[src/rtl/engine_sched_if.sv]
// Scheduler bus: layer descriptor handshake (cmd_*) and engine pass handshake (eng_*).
// Modports:
//   master - descriptor source and compute engine (drives cmd_*, eng_done)
//   slave  - the scheduler (drives cmd_ready and the eng_* request/clear signals)
interface engine_sched_if;
  logic        cmd_valid;
  logic        cmd_ready;
  logic [2:0]  cmd_op;
  logic [3:0]  cmd_stride;
  logic [7:0]  cmd_kernel;
  logic [7:0]  cmd_o_side;
  logic [15:0] cmd_o_channel;
  logic        eng_valid;
  logic [2:0]  eng_op;
  logic [7:0]  eng_kernel_size;
  logic [15:0] eng_stride2;
  logic        eng_done;
  logic        eng_clr;

  modport master (
    output cmd_valid, cmd_op, cmd_stride, cmd_kernel, cmd_o_side, cmd_o_channel, eng_done,
    input  cmd_ready, eng_valid, eng_op, eng_kernel_size, eng_stride2, eng_clr
  );

  modport slave (
    input  cmd_valid, cmd_op, cmd_stride, cmd_kernel, cmd_o_side, cmd_o_channel, eng_done,
    output cmd_ready, eng_valid, eng_op, eng_kernel_size, eng_stride2, eng_clr
  );
endinterface

[src/rtl/engine_sched.sv]
// engine_sched: walks a layer descriptor as o_side rows x n_grp output-channel groups,
// issuing one engine pass per (row, group) and clearing the engine between passes.
// Ports:
//   clk, rst    clock; asynchronous active-high reset
//   bus         engine_sched_if.slave: descriptor handshake in, engine pass handshake out
//   row_idx     current output row
//   grp_idx     current output-channel group
//   layer_done  one-cycle pulse when all passes of a layer are complete
//   err         sticky error (illegal op or engine timeout); cleared only by reset
// Build option: define SCHED_TIMEOUT_EN to add a WAIT watchdog of TO_CYCLES cycles.
module engine_sched #(
  parameter int unsigned BURST     = 8,
  parameter int unsigned TO_CYCLES = 1048576
) (
  input  logic          clk,
  input  logic          rst,
  engine_sched_if.slave bus,
  output logic [7:0]    row_idx,
  output logic [15:0]   grp_idx,
  output logic          layer_done,
  output logic          err
);

  localparam logic [2:0] OpConv  = 3'd1;
  localparam logic [2:0] OpMpool = 3'd2;
  localparam logic [2:0] OpApool = 3'd3;

  typedef enum logic [2:0] {StIdle, StLoad, StRun, StWait, StClr, StDone} state_e;

  state_e      state_q, state_d;
  logic        cmd_ready_q, cmd_ready_d;
  logic [2:0]  op_q, op_d;
  logic [3:0]  stride_q, stride_d;
  logic [7:0]  kernel_q, kernel_d;
  logic [7:0]  o_side_q, o_side_d;
  logic [15:0] o_channel_q, o_channel_d;
  logic [7:0]  ksize_q, ksize_d;
  logic [15:0] stride2_q, stride2_d;
  logic [15:0] n_grp_q, n_grp_d;
  logic [7:0]  row_q, row_d;
  logic [15:0] grp_q, grp_d;
  logic        err_q, err_d;

  logic        timeout;
  logic        abort;
  logic [16:0] ch_round;
  logic [16:0] ch_div;
  logic [15:0] n_grp_new;
  logic        op_legal;

  // ceil(o_channel / BURST); 17 bits so the round-up add cannot overflow
  assign ch_round  = {1'b0, o_channel_q} + 17'(BURST - 1);
  assign ch_div    = ch_round / 17'(BURST);
  assign n_grp_new = (op_q == OpConv) ? ch_div[15:0] : 16'd1;
  assign op_legal  = op_q inside {OpConv, OpMpool, OpApool};

`ifdef SCHED_TIMEOUT_EN
  logic [31:0] to_cnt_q, to_cnt_d;
  logic        abort_q, abort_d;

  assign timeout = (state_q == StWait) && !bus.eng_done && (to_cnt_q == 32'(TO_CYCLES - 1));
  assign abort   = abort_q;

  always_comb begin
    to_cnt_d = to_cnt_q;
    abort_d  = abort_q;
    // RUN always precedes WAIT, so clearing here restarts the count on each WAIT entry
    if (state_q == StRun) begin
      to_cnt_d = '0;
    end else if (state_q == StWait) begin
      to_cnt_d = to_cnt_q + 32'd1;
    end
    if (state_q == StLoad) begin
      abort_d = 1'b0;
    end else if (timeout) begin
      abort_d = 1'b1;
    end
  end

  always_ff @(posedge clk or posedge rst) begin
    if (rst) begin
      to_cnt_q <= '0;
      abort_q  <= 1'b0;
    end else begin
      to_cnt_q <= to_cnt_d;
      abort_q  <= abort_d;
    end
  end
`else
  logic unused_to_cycles;
  assign unused_to_cycles = ^TO_CYCLES;
  assign timeout          = 1'b0;
  assign abort            = 1'b0;
`endif

  always_comb begin
    state_d     = state_q;
    op_d        = op_q;
    stride_d    = stride_q;
    kernel_d    = kernel_q;
    o_side_d    = o_side_q;
    o_channel_d = o_channel_q;
    ksize_d     = ksize_q;
    stride2_d   = stride2_q;
    n_grp_d     = n_grp_q;
    row_d       = row_q;
    grp_d       = grp_q;
    err_d       = err_q;

    unique case (state_q)
      StIdle: begin
        if (bus.cmd_valid && cmd_ready_q) begin
          op_d        = bus.cmd_op;
          stride_d    = bus.cmd_stride;
          kernel_d    = bus.cmd_kernel;
          o_side_d    = bus.cmd_o_side;
          o_channel_d = bus.cmd_o_channel;
          state_d     = StLoad;
        end
      end
      StLoad: begin
        ksize_d   = kernel_q * kernel_q;
        stride2_d = 16'(kernel_q) * 16'(stride_q);
        n_grp_d   = n_grp_new;
        row_d     = '0;
        grp_d     = '0;
        if (!op_legal) begin
          err_d   = 1'b1;
          state_d = StDone;
        end else if (o_side_q == 8'd0 || n_grp_new == 16'd0) begin
          state_d = StDone;
        end else begin
          state_d = StRun;
        end
      end
      StRun: begin
        state_d = StWait;
      end
      StWait: begin
        if (bus.eng_done) begin
          state_d = StClr;
        end else if (timeout) begin
          err_d   = 1'b1;
          state_d = StClr;
        end
      end
      StClr: begin
        if (abort) begin
          state_d = StDone;
        end else if (grp_q == n_grp_q - 16'd1) begin
          if (row_q == o_side_q - 8'd1) begin
            state_d = StDone;
          end else begin
            grp_d   = '0;
            row_d   = row_q + 8'd1;
            state_d = StRun;
          end
        end else begin
          grp_d   = grp_q + 16'd1;
          state_d = StRun;
        end
      end
      StDone: begin
        state_d = StIdle;
      end
      default: begin
        state_d = StIdle;
      end
    endcase

    // Registered so cmd_ready stays low through reset and rises on the first clock after it
    cmd_ready_d = (state_d == StIdle);
  end

  always_ff @(posedge clk or posedge rst) begin
    if (rst) begin
      state_q     <= StIdle;
      cmd_ready_q <= 1'b0;
      op_q        <= '0;
      stride_q    <= '0;
      kernel_q    <= '0;
      o_side_q    <= '0;
      o_channel_q <= '0;
      ksize_q     <= '0;
      stride2_q   <= '0;
      n_grp_q     <= '0;
      row_q       <= '0;
      grp_q       <= '0;
      err_q       <= 1'b0;
    end else begin
      state_q     <= state_d;
      cmd_ready_q <= cmd_ready_d;
      op_q        <= op_d;
      stride_q    <= stride_d;
      kernel_q    <= kernel_d;
      o_side_q    <= o_side_d;
      o_channel_q <= o_channel_d;
      ksize_q     <= ksize_d;
      stride2_q   <= stride2_d;
      n_grp_q     <= n_grp_d;
      row_q       <= row_d;
      grp_q       <= grp_d;
      err_q       <= err_d;
    end
  end

  assign bus.cmd_ready       = cmd_ready_q;
  assign bus.eng_valid       = (state_q == StRun) || (state_q == StWait);
  assign bus.eng_clr         = (state_q == StClr);
  assign bus.eng_op          = op_q;
  assign bus.eng_kernel_size = ksize_q;
  assign bus.eng_stride2     = stride2_q;
  assign layer_done          = (state_q == StDone);
  assign row_idx             = row_q;
  assign grp_idx             = grp_q;
  assign err                 = err_q;

endmodule

[src/flat_wrapper.sv]
// flat-port wrapper written by rule: the top's interface ports become plain ports
module engine_sched_flat 
#(
  parameter int unsigned BURST     = 8,
  parameter int unsigned TO_CYCLES = 1048576
)
  (clk, rst, row_idx, grp_idx, layer_done, err, bus_cmd_valid, bus_cmd_op, bus_cmd_stride, bus_cmd_kernel, bus_cmd_o_side, bus_cmd_o_channel, bus_eng_done, bus_cmd_ready, bus_eng_valid, bus_eng_op, bus_eng_kernel_size, bus_eng_stride2, bus_eng_clr);
  engine_sched_if bus_i ();
  input  logic clk;
  input  logic rst;
  output logic [7:0] row_idx;
  output logic [15:0] grp_idx;
  output logic layer_done;
  output logic err;
  input wire logic [$bits(bus_i.cmd_valid)-1:0] bus_cmd_valid;
  input wire logic [$bits(bus_i.cmd_op)-1:0] bus_cmd_op;
  input wire logic [$bits(bus_i.cmd_stride)-1:0] bus_cmd_stride;
  input wire logic [$bits(bus_i.cmd_kernel)-1:0] bus_cmd_kernel;
  input wire logic [$bits(bus_i.cmd_o_side)-1:0] bus_cmd_o_side;
  input wire logic [$bits(bus_i.cmd_o_channel)-1:0] bus_cmd_o_channel;
  input wire logic [$bits(bus_i.eng_done)-1:0] bus_eng_done;
  output wire logic [$bits(bus_i.cmd_ready)-1:0] bus_cmd_ready;
  output wire logic [$bits(bus_i.eng_valid)-1:0] bus_eng_valid;
  output wire logic [$bits(bus_i.eng_op)-1:0] bus_eng_op;
  output wire logic [$bits(bus_i.eng_kernel_size)-1:0] bus_eng_kernel_size;
  output wire logic [$bits(bus_i.eng_stride2)-1:0] bus_eng_stride2;
  output wire logic [$bits(bus_i.eng_clr)-1:0] bus_eng_clr;
  assign bus_i.cmd_valid = bus_cmd_valid;
  assign bus_i.cmd_op = bus_cmd_op;
  assign bus_i.cmd_stride = bus_cmd_stride;
  assign bus_i.cmd_kernel = bus_cmd_kernel;
  assign bus_i.cmd_o_side = bus_cmd_o_side;
  assign bus_i.cmd_o_channel = bus_cmd_o_channel;
  assign bus_i.eng_done = bus_eng_done;
  assign bus_cmd_ready = bus_i.cmd_ready;
  assign bus_eng_valid = bus_i.eng_valid;
  assign bus_eng_op = bus_i.eng_op;
  assign bus_eng_kernel_size = bus_i.eng_kernel_size;
  assign bus_eng_stride2 = bus_i.eng_stride2;
  assign bus_eng_clr = bus_i.eng_clr;
  engine_sched #(.BURST(BURST), .TO_CYCLES(TO_CYCLES)) u_core (.clk(clk), .rst(rst), .bus(bus_i), .row_idx(row_idx), .grp_idx(grp_idx), .layer_done(layer_done), .err(err));
endmodule
[config.mk]
export PLATFORM = sky130hd
export DESIGN_NAME = engine_sched_flat
export DESIGN_NICKNAME = d
export VERILOG_FILES = /design/src/rtl/engine_sched_if.sv /design/src/rtl/engine_sched.sv /design/src/flat_wrapper.sv
export SDC_FILE = /design/constraint.sdc
export NUM_CORES = 1
export LEC_CHECK = 0
export CORE_ASPECT_RATIO = 1.5
export CORE_MARGIN = 8
export CORE_UTILIZATION = 55
export CTS_CLUSTER_DIAMETER = 50
export DETAILED_ROUTE_END_ITERATION = 8
export PLACE_DENSITY = 0.81
export SLEW_MARGIN = 20
export SYNTH_ARGS = -nofsm -noshare
export SYNTH_HDL_FRONTEND = slang
export SYNTH_SLANG_ARGS = --single-unit
[constraint.sdc]
create_clock -name clk -period 4.54 [get_ports clk]
set_input_delay 0.681 -clock clk [delete_from_list [all_inputs] [get_ports clk]]
set_output_delay 0.681 -clock clk [all_outputs]
set_load 0.005 [all_outputs]
**Word level (Yosys, flattened, before mapping)**

Index checks and enable logic that the tools add are counted.

- Flip-flop bits (word level): 104
- Input bits: 43
- Output and inout bits: 56

- $add $sub $neg: 5
- $mul: 2
- Eq/ne operators: 13
- Mux-type cells: 14
- Bitwise gates (word level): 1
- Reductions and logical operators: 13

Operator list:

| cell | count |
|---|---|
| 16-bit two-way mux | 2 |
| 16-bit one-hot mux with 2 select lines | 1 |
| 3-bit two-way mux | 6 |
| 16-bit by 3-bit adder with 17-bit output (second input constant) | 1 |
| 16-bit by 1-bit adder with 16-bit output (second input constant) | 1 |
| 16-bit equality test | 1 |
| 16-bit logical NOT | 1 |
| 8-bit two-way mux | 2 |
| 8-bit one-hot mux with 2 select lines | 1 |
| 16-bit by 1-bit subtractor with 16-bit output (second input constant) | 1 |
| 3-bit one-hot mux with 5 select lines | 1 |
| 14-bit two-way mux | 1 |
| 3-bit by 2-bit equality test with 1-bit output (second input constant) | 4 |
| 8-bit by 4-bit multiplier with 12-bit output | 1 |
| 8-bit by 1-bit adder with 8-bit output (second input constant) | 1 |
| 8-bit equality test | 1 |
| 8-bit logical NOT | 1 |
| 8-bit by 8-bit multiplier with 8-bit output | 1 |
| 8-bit by 1-bit subtractor with 8-bit output (second input constant) | 1 |
| 3-bit by 1-bit equality test with 1-bit output (second input constant) | 2 |
| 3-bit equality test (second input constant) | 2 |
| 3-bit logical NOT | 2 |
| 2-bit AND reduction | 3 |
| 3-bit inequality test (second input constant) | 1 |
| 8 further kinds | 9 |

**Longest topological paths before layout**

- Depth after elaboration: 8
- Mapped depth: 15
- Depth with buffers taken out: 14

**Worst setup path before layout**

No wires, ideal clock.

- Path kind: register to register
- Start point: register u_core.kernel_q[0]
- End point: register u_core.stride2_q[11], in the netlist u_core.bus.eng_stride2[11]
- Library setup time: 0.129 ns
- Arrival: 3.429 ns
- Slack: 0.983 ns
- Cell stages (with the launch flop): 14
- Period minus slack after synthesis: 3.557 ns
- Path through: dfrtp_1 -> clkbuf_1 -> nand2_1 -> fa_1 -> fa_1 -> inv_1 -> ha_1 -> a21o_1 -> a21oi_1 -> o21bai_1 -> a21o_1 -> a2111oi_0 -> nor3_1 -> nand3b_1

- Longest elaborated chain between the ends: 1

Ends and longest elaborated chain:

| element | RTL line | RTL |
|---|---|---|
| start, declared | engine_sched.sv:34 | `logic [7:0] kernel_q, kernel_d;` |
| start signal, assigned | engine_sched.sv:195 | `kernel_q <= kernel_d;` |
| 8-bit by 4-bit multiplier with 12-bit output | engine_sched.sv:123 | `stride2_d = 16'(kernel_q) * 16'(stride_q);` |
| end signal, assigned | engine_sched.sv:199 | `stride2_q <= stride2_d;` |
| end, declared | engine_sched.sv:38 | `logic [15:0] stride2_q, stride2_d;` |

Every way passes these cells.
A chain may end at the register's enable or synchronous reset.

**Worst setup path after layout**

- Start point: register u_core.kernel_q[0]
- End point: register u_core.stride2_q[10], in the netlist u_core.bus.eng_stride2[10]

Same word-level chain as after synthesis.

==> results.toml <==
[place]
hpwl_um = 14500
gp_congestion = 0.886
port-buffer-count = 93
dp_cells = 972

[pwr]
cellPowerDensity_nw_per_um2 = 762
ir_drop_mv = 0.554
p_int_mw = 3.53
leakage_nw = 3.67
switching_power_mw = 2.92
power_mw = 6.44
switching_share_pct = 45.3
p_clk_share_pct = 13.7
combPwrFrac_pct = 60.6
power_frac_seq_pct = 25.7

[timing]
rsz0062_at_grt = "no"
timing.final.hold_violations = 0
final-setup-viol-count = 0
worstMarginPinSlew_ns = 1.15
fmax_mhz = 264
layout_worst_path_cycle_share_pct = 83.5
finalSetupTns_ns = 0
fin_skew_ns = 0.00756
slew_viol_final = 0
period_minus_slack_ns = 3.79
timing.slew.headroom_pct = 23.2

[clock_tree]
cts.repair.resized = 0
cts_buffers = 9
cts_root_buf = "clkbuf_16"
clock-sinks = 101
clock_latency_ns = 0.35
cts_buffer_depth = 2
cts_hold_buf = 0
cts_setup_buffers = 0
cts.clk_slew.worst_paths_ns = 0.07
cts_max_level = 3
cts_tree = "yes"

[die]
die_y_um = 155
die_x_um = 109
fp.dieArea_um2 = 16900
core_um2 = 12800
ioPinCount = 99
initial_core_util_pct = 55.5
fp-row-count = 51

[critical_path]
critPathKind = "register to register"
crit_required_ns = 4.82
crit_path_end_kind = "register"
critical_path.cell_chain = "nand2_1, fa_1, fa_1, inv_1, fa_1, a21o_1, a21oi_1, o21bai_1, a21oi_1, o21bai_1, a2111oi_0, nand3b_1"
crit_path_start_kind = "register"
slowest_stage = "fa_1"
critPathMaxFanout = 14
crit_top_cell = "fa_1"
cp.arrival_ns = 4.07
slowest_delay_ns = 0.55

[synth]
synth_area_per_cell_um2 = 9.43
ys.flop_type = "dfrtp_1"
netlist_instances = 755
yosysSeqAreaShare_pct = 35.5
synth_xor_area_share_pct = 6.96
synth-compound-area-share_pct = 12.4
synth_edf_count = 0
async_reset_ff_share_pct = 100
synth_common_cells = "nand2_1, dfrtp_1, inv_1, mux2_2, nor2_1"
synthAdderAreaFrac_pct = 11.4
synth_mux_area_share_pct = 7.03
yosysMostFrequentCell = "nand2_1"
synth_seq_cells = 101
ys_types = 72
synth_area_leader_cell = "dfrtp_1"
synth_top_area_share_pct = 35.5
yosysWarnings = 0
synth_top_family_by_area = "simple AND/OR/NAND/NOR gates"
synth_area_leaders = "dfrtp_1, mux2_2, fa_1"
netlist_area_um2 = 7120
yosys.area_share.simple_pct = 21.4

[final_layout]
diodes = 0
nets = 919
final_util_pct = 65.9
drive_above_1_share_pct = 10.7
final_cells = 988
n_fill_cell = 1022
syn_to_final_growth_pct = 18.7

[route]
wl_um = 18800
vias = 5866
drc = 0
wire_per_inst_um = 19.1
drtPass1Iterations = 5
via_per_inst = 5.94
antenna_left = 0
drt_iter0_drc = 224

[global_routing]
antenna_found_initial = 0
grt_first_pass_wirelength_um = 30900
grt_use_total_pct = 23.0
grt_start_max_net_pins = 78
grt_pass1_vias = 6372
overflow = 0

[flow_run]
maxCapViolCount = 0

[min_path]
min_path_type = "register to register"

[status]
status = "complete, no violations"
[flip-flops by register name, indices dropped and copies added (netlist names), 3 cells and up]
register	flops
u_core.row_idx	8
u_core.bus.eng_stride2	12
u_core.grp_idx	16
u_core.kernel_q	8
u_core.bus.eng_op	3
u_core.state_q	3
u_core.o_channel_q	16
u_core.bus.eng_kernel_size	7
u_core.o_side_q	8
u_core.n_grp_q	14
u_core.stride_q	4
[power groups by stage]
stage / Combinational, mW / Sequential [mW] / Clock [mW]
CTS: 3.91 / 1.65 / 0.890
global route: 4.36 / 1.71 / 0.927
finish: 3.90 / 1.66 / 0.882
floorplan: 2.89 / 1.50 / 0
global placement: 3.69 / 1.64 / 0
detailed placement: 3.85 / 1.67 / 0
[worst max-delay path: cells and delay by family, from the launching register on]
family	cells	cell delay, ns
simple gates	2	0.32
fa+ha+maj	3	1.55
flops	1	0.52
buf+inv	1	0.07
compound gates	6	1.27
[cells by family (layout without fill, tap and decap cells)]
group           Yosys count  count (layout)
simple gates            287             287
compound gates          123             123
flops                   101             101
buf+inv                  91             161
xor+xnor                 55              55
fa+ha+maj                52              52
mux                      45              45
other cells               1               5
[path summary, 6_finish.rpt]
check	slack (ns)	from	to	cells past startpoint
max in group asynchronous	2.77	rst	u_core.grp_idx[13]	3
min	0.47	u_core.err	u_core.err	1
min reg2reg	0.47	u_core.err	u_core.err	1
max reg2reg	0.75	u_core.kernel_q[0]	u_core.bus.eng_stride2[10]	12
min in group asynchronous	0.89	rst	u_core.bus.eng_stride2[7]	2
max	0.75	u_core.kernel_q[0]	u_core.bus.eng_stride2[10]	12
[final cells by class]
class | instances | area (µm²) | area share (%)
inverter | 45 | 171 | 2.03
multi-input combinational | 567 | 4230 | 50.1
tap | 159 | 199 | 2.35
clock buffer | 10 | 229 | 2.71
timing repair buffer | 100 | 983 | 11.6
clock inverter | 6 | 111 | 1.32
sequential | 101 | 2530 | 29.9
[placed cells by master, fill, tap and decap left out, types with 6 or more instances in the layout]
| cell | instances |
|---|---|
| nor3_1 | 15 |
| o21ai_0 | 34 |
| and3_1 | 6 |
| ha_1 | 31 |
| fa_1 | 21 |
| a211oi_1 | 7 |
| dfrtp_1 | 101 |
| nand3_1 | 18 |
| a21oi_1 | 13 |
| nor3b_1 | 8 |
| buf_4 | 7 |
| a211oi_2 | 6 |
| clkbuf_16 | 9 |
| mux2_2 | 40 |
| or4_1 | 6 |
| and2_1 | 25 |
| nand4_1 | 10 |
| inv_1 | 44 |
| nand2b_1 | 7 |
| nor4b_1 | 6 |
| nor2_1 | 38 |
| o211ai_1 | 6 |
| nand2_1 | 104 |
| xnor2_1 | 33 |
| or3_1 | 11 |
| xor2_1 | 21 |
| a21o_1 | 11 |
| clkdlybuf4s50_1 | 93 |
[stage by stage]
step	hold WS (ns)	instance area, µm²	setup slack [ns]
floorplan	0.451	7140	0.983
global placement	0.444	8120	0.918
detailed placement	0.445	8120	0.762
CTS	0.465	8460	0.777
global route	0.473	8460	0.559
finish	0.467	8460	0.751
[routing by layer]
| metal | track usage (%) | vias up | wire length (µm) |
|---|---|---|---|
| met5 | 0 | - | 0 |
| met4 | 9.56 | 0 | 474 |
| met3 | 3.60 | 36 | 903 |
| met2 | 44.1 | 154 | 10600 |
| met1 | 23.6 | 2916 | 6870 |
| li1 | - | 2760 | - |
(Power assumes the default switching activity.)
